==> config.mk <==
export PLATFORM = sky130hd
export DESIGN_NAME = instruction_fetch_unit_flat
export DESIGN_NICKNAME = d
export VERILOG_FILES = /design/src/rtl/instruction_fetch_unit_if.sv /design/src/rtl/instruction_fetch_unit.sv /design/src/flat_wrapper.sv
export SDC_FILE = /design/constraint.sdc
export NUM_CORES = 1
export LEC_CHECK = 0
export CAP_MARGIN = 5
export CORE_MARGIN = 3
export CORE_UTILIZATION = 40
export DETAILED_ROUTE_END_ITERATION = 8
export GPL_TIMING_DRIVEN = 0
export HOLD_SLACK_MARGIN = 0.03
export PLACE_DENSITY = 0.69
export REMOVE_ABC_BUFFERS = 1
export SETUP_SLACK_MARGIN = 0.5
export SYNTH_ARGS = -nofsm -noshare
export SYNTH_HDL_FRONTEND = slang
export SYNTH_SLANG_ARGS = --single-unit
==> constraint.sdc <==
create_clock -name clk -period 8.6 [get_ports clk]
set_clock_uncertainty 0.2 [all_clocks]
set_input_delay 1.72 -clock clk [delete_from_list [all_inputs] [get_ports clk]]
set_output_delay 1.72 -clock clk [all_outputs]
set_load 0.01 [all_outputs]
==> src/rtl/instruction_fetch_unit_if.sv <==
// Fetch-stage bus bundle: control-path redirect, if/id consumer handshake,
// and the instruction-memory request/acknowledge channel.
interface instruction_fetch_unit_if #(
  parameter int ISA_WIDTH = 32
);
  // Redirect from the control path
  logic                 pc_offset;
  logic [ISA_WIDTH-1:0] pc_target;

  // Consumer (if/id) side
  logic                 if_hold;
  logic                 if_valid;
  logic [ISA_WIDTH-1:0] if_pc;
  logic [ISA_WIDTH-1:0] if_instruction;

  // Instruction memory side
  logic                 imem_req;
  logic [ISA_WIDTH-1:0] imem_addr;
  logic                 imem_ack;
  logic [ISA_WIDTH-1:0] imem_rdata;

  // The fetch unit drives requests and the if/id view
  modport master (
    input  pc_offset, pc_target, if_hold, imem_ack, imem_rdata,
    output imem_req, imem_addr, if_valid, if_pc, if_instruction
  );

  // Memory, control path and consumer side
  modport slave (
    output pc_offset, pc_target, if_hold, imem_ack, imem_rdata,
    input  imem_req, imem_addr, if_valid, if_pc, if_instruction
  );
endinterface

==> src/rtl/instruction_fetch_unit.sv <==
// Instruction fetch stage: owns the PC, issues one word fetch at a time to
// instruction memory, and buffers returned (pc, instruction) pairs in a small
// shift-register FIFO whose head drives the if/id outputs directly. A redirect
// flushes the FIFO and abandons (or drains) the in-flight fetch.
module instruction_fetch_unit #(
  parameter int                   ISA_WIDTH  = 32,
  parameter logic [ISA_WIDTH-1:0] RESET_PC   = '0,
  parameter int                   FIFO_DEPTH = 2
) (
  input  logic                       clk,
  input  logic                       rst_n,
  instruction_fetch_unit_if.master   bus
);

  localparam int                   CW         = $clog2(FIFO_DEPTH) + 1;
  localparam logic [CW-1:0]        DEPTH_C    = CW'(FIFO_DEPTH);
  localparam logic [CW-1:0]        DEPTH_M1_C = CW'(FIFO_DEPTH - 1);
  localparam logic [ISA_WIDTH-1:0] WORD_STEP  = ISA_WIDTH'(4);
  localparam logic [ISA_WIDTH-1:0] ALIGN_MASK = ~ISA_WIDTH'(3);

  typedef enum logic [1:0] {
    S_IDLE    = 2'd0,
    S_WAIT    = 2'd1,
    S_DISCARD = 2'd2
  } state_t;

  // Fetch control registers
  state_t               r_state;
  state_t               w_state_nxt;
  logic [ISA_WIDTH-1:0] r_fetch_pc;
  logic [ISA_WIDTH-1:0] w_fetch_pc_nxt;
  logic [ISA_WIDTH-1:0] r_addr;
  logic [ISA_WIDTH-1:0] w_addr_nxt;
  logic                 r_req;
  logic                 w_req_nxt;

  // FIFO storage; entry 0 is always the head, entries are packed from 0 up
  logic [ISA_WIDTH-1:0] r_fifo_pc  [FIFO_DEPTH];
  logic [ISA_WIDTH-1:0] r_fifo_ins [FIFO_DEPTH];
  logic [FIFO_DEPTH-1:0] r_fifo_vld;
  logic [ISA_WIDTH-1:0] w_fifo_pc  [FIFO_DEPTH];
  logic [ISA_WIDTH-1:0] w_fifo_ins [FIFO_DEPTH];
  logic [FIFO_DEPTH-1:0] w_fifo_vld;
  logic [CW-1:0]        r_count;
  logic [CW-1:0]        w_count_nxt;

  logic                 w_pop;
  logic                 w_push;
  logic                 w_flush;
  logic [ISA_WIDTH-1:0] w_target;
  logic [ISA_WIDTH-1:0] w_addr_inc;
  logic [CW-1:0]        w_wr_idx;

  // Redirect targets are forced word-aligned; PC increment wraps naturally.
  assign w_target   = bus.pc_target & ALIGN_MASK;
  assign w_addr_inc = r_addr + WORD_STEP;
  assign w_flush    = bus.pc_offset;
  assign w_pop      = r_fifo_vld[0] & ~bus.if_hold;
  assign w_push     = (r_state == S_WAIT) & bus.imem_ack & ~bus.pc_offset;
  // A simultaneous pop shifts the queue down before the new entry lands.
  assign w_wr_idx   = r_count - {{(CW-1){1'b0}}, w_pop};

  // Outputs come straight from registers.
  assign bus.imem_req       = r_req;
  assign bus.imem_addr      = r_addr;
  assign bus.if_valid       = r_fifo_vld[0];
  assign bus.if_pc          = r_fifo_pc[0];
  assign bus.if_instruction = r_fifo_ins[0];

  // Fetch FSM and request registers.
  always_ff @(posedge clk) begin
    if (!rst_n) begin
      r_state    <= S_IDLE;
      r_fetch_pc <= RESET_PC;
      r_addr     <= '0;
      r_req      <= 1'b0;
    end else begin
      r_state    <= w_state_nxt;
      r_fetch_pc <= w_fetch_pc_nxt;
      r_addr     <= w_addr_nxt;
      r_req      <= w_req_nxt;
    end
  end

  // Next-state logic: one outstanding request, with a FIFO slot always
  // reserved for it, so a fetch is only launched while the FIFO has room.
  always_comb begin
    w_state_nxt    = r_state;
    w_fetch_pc_nxt = r_fetch_pc;
    w_addr_nxt     = r_addr;
    w_req_nxt      = r_req;
    case (r_state)
      S_IDLE: begin
        if (bus.pc_offset) begin
          w_fetch_pc_nxt = w_target;
        end else if (r_count < DEPTH_C) begin
          w_req_nxt   = 1'b1;
          w_addr_nxt  = r_fetch_pc;
          w_state_nxt = S_WAIT;
        end
      end
      S_WAIT: begin
        if (bus.imem_ack && !bus.pc_offset) begin
          w_fetch_pc_nxt = w_addr_inc;
          // Keep streaming only if a slot remains after this push/pop.
          if (w_pop || (r_count < DEPTH_M1_C)) begin
            w_addr_nxt = w_addr_inc;
          end else begin
            w_req_nxt   = 1'b0;
            w_state_nxt = S_IDLE;
          end
        end else if (bus.pc_offset && !bus.imem_ack) begin
          // The request must still complete; its data will be dropped.
          w_fetch_pc_nxt = w_target;
          w_state_nxt    = S_DISCARD;
        end else if (bus.pc_offset && bus.imem_ack) begin
          w_fetch_pc_nxt = w_target;
          w_req_nxt      = 1'b0;
          w_state_nxt    = S_IDLE;
        end
      end
      S_DISCARD: begin
        if (bus.pc_offset) begin
          w_fetch_pc_nxt = w_target;
        end
        if (bus.imem_ack) begin
          w_req_nxt   = 1'b0;
          w_state_nxt = S_IDLE;
        end
      end
      default: begin
        w_req_nxt   = 1'b0;
        w_state_nxt = S_IDLE;
      end
    endcase
  end

  // FIFO next contents: shift on pop, insert on push, flush wins over both.
  always_comb begin
    w_fifo_pc   = r_fifo_pc;
    w_fifo_ins  = r_fifo_ins;
    w_fifo_vld  = r_fifo_vld;
    w_count_nxt = r_count + {{(CW-1){1'b0}}, w_push} - {{(CW-1){1'b0}}, w_pop};
    if (w_pop) begin
      for (int i = 0; i < FIFO_DEPTH - 1; i++) begin
        w_fifo_pc[i]  = r_fifo_pc[i+1];
        w_fifo_ins[i] = r_fifo_ins[i+1];
        w_fifo_vld[i] = r_fifo_vld[i+1];
      end
      w_fifo_pc[FIFO_DEPTH-1]  = '0;
      w_fifo_ins[FIFO_DEPTH-1] = '0;
      w_fifo_vld[FIFO_DEPTH-1] = 1'b0;
    end
    if (w_push) begin
      for (int i = 0; i < FIFO_DEPTH; i++) begin
        if (CW'(i) == w_wr_idx) begin
          w_fifo_pc[i]  = r_addr;
          w_fifo_ins[i] = bus.imem_rdata;
          w_fifo_vld[i] = 1'b1;
        end
      end
    end
    if (w_flush) begin
      for (int i = 0; i < FIFO_DEPTH; i++) begin
        w_fifo_pc[i]  = '0;
        w_fifo_ins[i] = '0;
      end
      w_fifo_vld  = '0;
      w_count_nxt = '0;
    end
  end

  // FIFO registers; empty slots hold zero so the head reads 0 when empty.
  always_ff @(posedge clk) begin
    if (!rst_n) begin
      for (int i = 0; i < FIFO_DEPTH; i++) begin
        r_fifo_pc[i]  <= '0;
        r_fifo_ins[i] <= '0;
      end
      r_fifo_vld <= '0;
      r_count    <= '0;
    end else begin
      for (int i = 0; i < FIFO_DEPTH; i++) begin
        r_fifo_pc[i]  <= w_fifo_pc[i];
        r_fifo_ins[i] <= w_fifo_ins[i];
      end
      r_fifo_vld <= w_fifo_vld;
      r_count    <= w_count_nxt;
    end
  end

endmodule

==> src/flat_wrapper.sv <==
// flat-port wrapper written by rule: the top's interface ports become plain ports
module instruction_fetch_unit_flat 
#(
  parameter int                   ISA_WIDTH  = 32,
  parameter logic [ISA_WIDTH-1:0] RESET_PC   = '0,
  parameter int                   FIFO_DEPTH = 2
)
  (clk, rst_n, bus_pc_offset, bus_pc_target, bus_if_hold, bus_imem_ack, bus_imem_rdata, bus_imem_req, bus_imem_addr, bus_if_valid, bus_if_pc, bus_if_instruction);
  instruction_fetch_unit_if #(.ISA_WIDTH(ISA_WIDTH)) bus_i ();
  input  logic clk;
  input  logic rst_n;
  input wire logic [$bits(bus_i.pc_offset)-1:0] bus_pc_offset;
  input wire logic [$bits(bus_i.pc_target)-1:0] bus_pc_target;
  input wire logic [$bits(bus_i.if_hold)-1:0] bus_if_hold;
  input wire logic [$bits(bus_i.imem_ack)-1:0] bus_imem_ack;
  input wire logic [$bits(bus_i.imem_rdata)-1:0] bus_imem_rdata;
  output wire logic [$bits(bus_i.imem_req)-1:0] bus_imem_req;
  output wire logic [$bits(bus_i.imem_addr)-1:0] bus_imem_addr;
  output wire logic [$bits(bus_i.if_valid)-1:0] bus_if_valid;
  output wire logic [$bits(bus_i.if_pc)-1:0] bus_if_pc;
  output wire logic [$bits(bus_i.if_instruction)-1:0] bus_if_instruction;
  assign bus_i.pc_offset = bus_pc_offset;
  assign bus_i.pc_target = bus_pc_target;
  assign bus_i.if_hold = bus_if_hold;
  assign bus_i.imem_ack = bus_imem_ack;
  assign bus_i.imem_rdata = bus_imem_rdata;
  assign bus_imem_req = bus_i.imem_req;
  assign bus_imem_addr = bus_i.imem_addr;
  assign bus_if_valid = bus_i.if_valid;
  assign bus_if_pc = bus_i.if_pc;
  assign bus_if_instruction = bus_i.if_instruction;
  instruction_fetch_unit #(.ISA_WIDTH(ISA_WIDTH), .RESET_PC(RESET_PC), .FIFO_DEPTH(FIFO_DEPTH)) u_core (.clk(clk), .rst_n(rst_n), .bus(bus_i));
endmodule
==> flow_summary_export.csv <==
group,metric,value,unit
critical_path,crit_path_end_kind,"flip-flop",
clock_tree,cts_tree,"done",
placement,dp.cells,1527,
route,routedWlPerCell,16.7,um
placement,place.gp.congestion,0.803,
power,p_sw_share,26.8,%
route,drtAntennaViolNets,0,
timing,fmax,191,MHz
global_route,gr-total-overflow,0,
critical_path,crit_type,"in -> reg",
final_layout,final_common_cell,"nand2_1",
route,firstDrtPassIters,5,
final_layout,final_cells,1560,
route,vias,8517,
power,p_comb_share,9.8,%
die,fp.dieArea,25500,sq um
die,initial_core_util,41.2,%
critical_path,crit_path_start_kind,"input pin",
synth,synth_cells,1215,
global_route,grt_antenna_before_repair,0,
final_layout,antenna_cells,0,
critical_path,r2r_start,"u_core.r_fifo_vld[0]$_SDFF_PP0_",
synth,yosysSeqAreaShare,42.2,%
clock_tree,cts_root_buffer,"clkbuf_16",
final_layout,final_area,11500,sq um
final_layout,layout-drive-gt1-share,5.53,%
synth,async_flop_share,0,%
synth,ys.flop_type,"dfxtp_1",
route,finalWirelength,26100,um
clock_tree,cts_resized,0,
global_route,grt_pass1_wl,42000,um
placement,placed_area,10900,sq um
clock_tree,clk_pin_slew,80,ps
synth,synth_area,9440,sq um
die,row_count,55,
global_route,grt_max_degree,78,
timing,slew_headroom,14.1,%
worst_hold_path,holdPathStages,2,
critical_path,endpoint,"u_core.r_fetch_pc[24]$_SDFFE_PN0P_",
synth,ys_ff_latch,199,
die,fp.dieH,160,um
route,vias_per_cell,5.46,
synth,synth_cell_types,58,
worst_hold_path,hp-class,"reg -> reg",
critical_path,r2r_cells,9,
critical_path,crit_start,"rst_n",
timing,fin_crit_sh,61.0,%
outcome,status,"completed",
power,ir_worst_vdd,0.0964,mV
placement,numPortBuffers,164,
critical_path,rr_endpoint,"u_core.bus.if_instruction[22]$_SDFF_PP0_",
timing,whs,261,ps
route,drc,0,
power,clkPwrFrac,41.1,%
clock_tree,clk_latency,440,ps
power,powerDensity,172,nW/um^2
die,pin_count,167,
timing,hold_violations,0,
power,p_leak,3.81,nW
final_layout,layout_common_cells,"nand2_1, dfxtp_1, clkdlybuf4s50_1",
timing,rsz0062_at_grt,"no",
job,maxCapViolations,0,
final_layout,nets,1306,
clock_tree,hold_buffers,0,
clock_tree,cts_sinks,199,
synth,yosysWarnings,0,
clock_tree,clock_path_buffers,2,
power,power.sequential.fraction,49.1,%
timing,period_minus_slack,5250,ps
critical_path,arrival,5410,ps
synth,synth-edff-count,0,
critical_path,worst-endpoint-required,8760,ps
route,drt_iter0_drc,671,
global_route,track_usage,19.8,%
critical_path,reg2reg_setup_slack,4830,ps
timing,setup-violations-final,0,
global_route,first_global_vias,7785,
timing,worstMarginPinSlew,1280,ps
power,p_switching,529,uW
power,p_int,1.45,mW
clock_tree,postCtsSetupBuffers,0,
critical_path,cp_max_fo,35,
placement,hpwl,16600,um
clock_tree,htreeDepth,4,
timing,finalMaxSlewViolations,0,
die,die_x,160,um
final_layout,area_growth,21.6,%
clock_tree,cts_buffers,17,
synth,syn_avg_cell_area,7.77,sq um
timing,fin_tns_setup,0,ps
die,core_area,22900,sq um
-- synthesized netlist by cell type (3+ instances only) --
library cell,count,share of area (%)
a311oi_1,66,6.1
nand2_1,240,9.5
and3_1,11,0.73
buf_1,6,0.24
or2_2,3,0.20
buf_2,24,1.3
a211o_1,3,0.28
inv_1,10,0.40
nor2_1,117,4.7
o21ai_0,41,2.2
xnor2_1,12,1.1
a21oi_1,102,5.4
dfxtp_1,199,42
a22o_1,3,0.28
buf_4,64,5.1
nand3_1,82,4.3
nand2b_1,6,0.40
nor3_1,8,0.42
xor2_1,16,1.5
o31a_1,4,0.37
and2_1,3,0.20
clkbuf_1,81,3.2
a22oi_1,18,1.4
a32oi_1,7,0.65
a21o_1,7,0.56
nor4_1,6,0.40
o22ai_1,5,0.33
a211oi_1,4,0.32
nand4_1,11,0.73
o211ai_1,7,0.56
ha_1,3,0.40
a31oi_1,5,0.33
mux2i_1,6,0.64
-- how the worst min path moves through the flow --
stage                                        from                                  to
3_5_place_dp   u_core.r_fetch_pc[16]$_SDFFE_PN0P_  u_core.r_fetch_pc[16]$_SDFFE_PN0P_
2_1_floorplan  u_core.r_fetch_pc[11]$_SDFFE_PN0P_  u_core.r_fetch_pc[11]$_SDFFE_PN0P_
3_3_place_gp      u_core.r_fifo_vld[1]$_SDFF_PP0_     u_core.r_fifo_vld[1]$_SDFF_PP0_
6_report       u_core.r_fetch_pc[16]$_SDFFE_PN0P_  u_core.r_fetch_pc[16]$_SDFFE_PN0P_
5_1_grt           u_core.r_fifo_pc[15]$_SDFF_PP0_     u_core.r_fifo_pc[15]$_SDFF_PP0_
4_1_cts        u_core.r_fetch_pc[16]$_SDFFE_PN0P_  u_core.r_fetch_pc[16]$_SDFFE_PN0P_
-- layer usage --
metal / track usage [%] / wire (um) / vias up
li1: - / - / 4215
met5: 0 / 0 / -
met4: 4.30 / 212 / 0
met3: 4.64 / 1670 / 13
met2: 31.9 / 12100 / 295
met1: 27.3 / 12100 / 3994
-- cell type report --
class,instances,area [sq um]
Clock buffer,17,425
Fill cell,2211,11400
Timing Repair Buffer,176,1920
Tap cell,313,392
Inverter,11,41.3
Multi-Input combinational cell,829,4550
Sequential cell,199,3980
Clock inverter,15,161
-- registers in the layout (all words and copies together) (netlist names) --
register                   count
u_core.r_state                 2
u_core.r_fifo_pc              32
u_core.bus.imem_req            1
u_core.r_count                 2
u_core.r_fifo_vld              2
u_core.bus.if_pc              32
u_core.r_fetch_pc             32
u_core.bus.if_instruction     32
u_core.bus.imem_addr          32
u_core.r_fifo_ins             32
-- power by group through the flow --
| stage | clock, mW | combinational [mW] | sequential (mW) |
|---|---|---|---|
| floorplan | 0 | 0.0860 | 0.991 |
| CTS | 0.835 | 0.193 | 0.971 |
| global placement | 0 | 0.183 | 0.992 |
| detailed placement | 0 | 0.191 | 0.993 |
| finish | 0.812 | 0.194 | 0.972 |
| global route | 0.869 | 0.212 | 0.976 |
-- per-stage QoR --
stage          power [mW]  util, %  setup slack (ps)
6_report             1.98     50.1              3350
5_1_grt              2.06     50.1              3020
4_1_cts              2.00     50.0              2630
3_5_place_dp         1.18     47.4              2180
3_3_place_gp         1.18     46.0             -6110
2_1_floorplan        1.08        -              -691
-- logic make-up after synthesis --
family                     after synthesis  synth area share, %
AOI/OAI and AO/OA                      287                 20.2
xor gates and xnor gates                28                 2.60
adders and majority gates                3                0.398
buffers and inverters                  187                 10.3
DFF                                    199                 42.2
muxes                                    6                0.636
and+or+nand+nor                        505                 23.7
-- critical path, stage by stage --
cell             delay [ps]
clkdlybuf4s50_1         950
clkinv_1               1090
nor2_1                 1340
a22oi_1                 140
o21ai_1                 150
No activity file was read; power rests on OpenSTA's default activity.
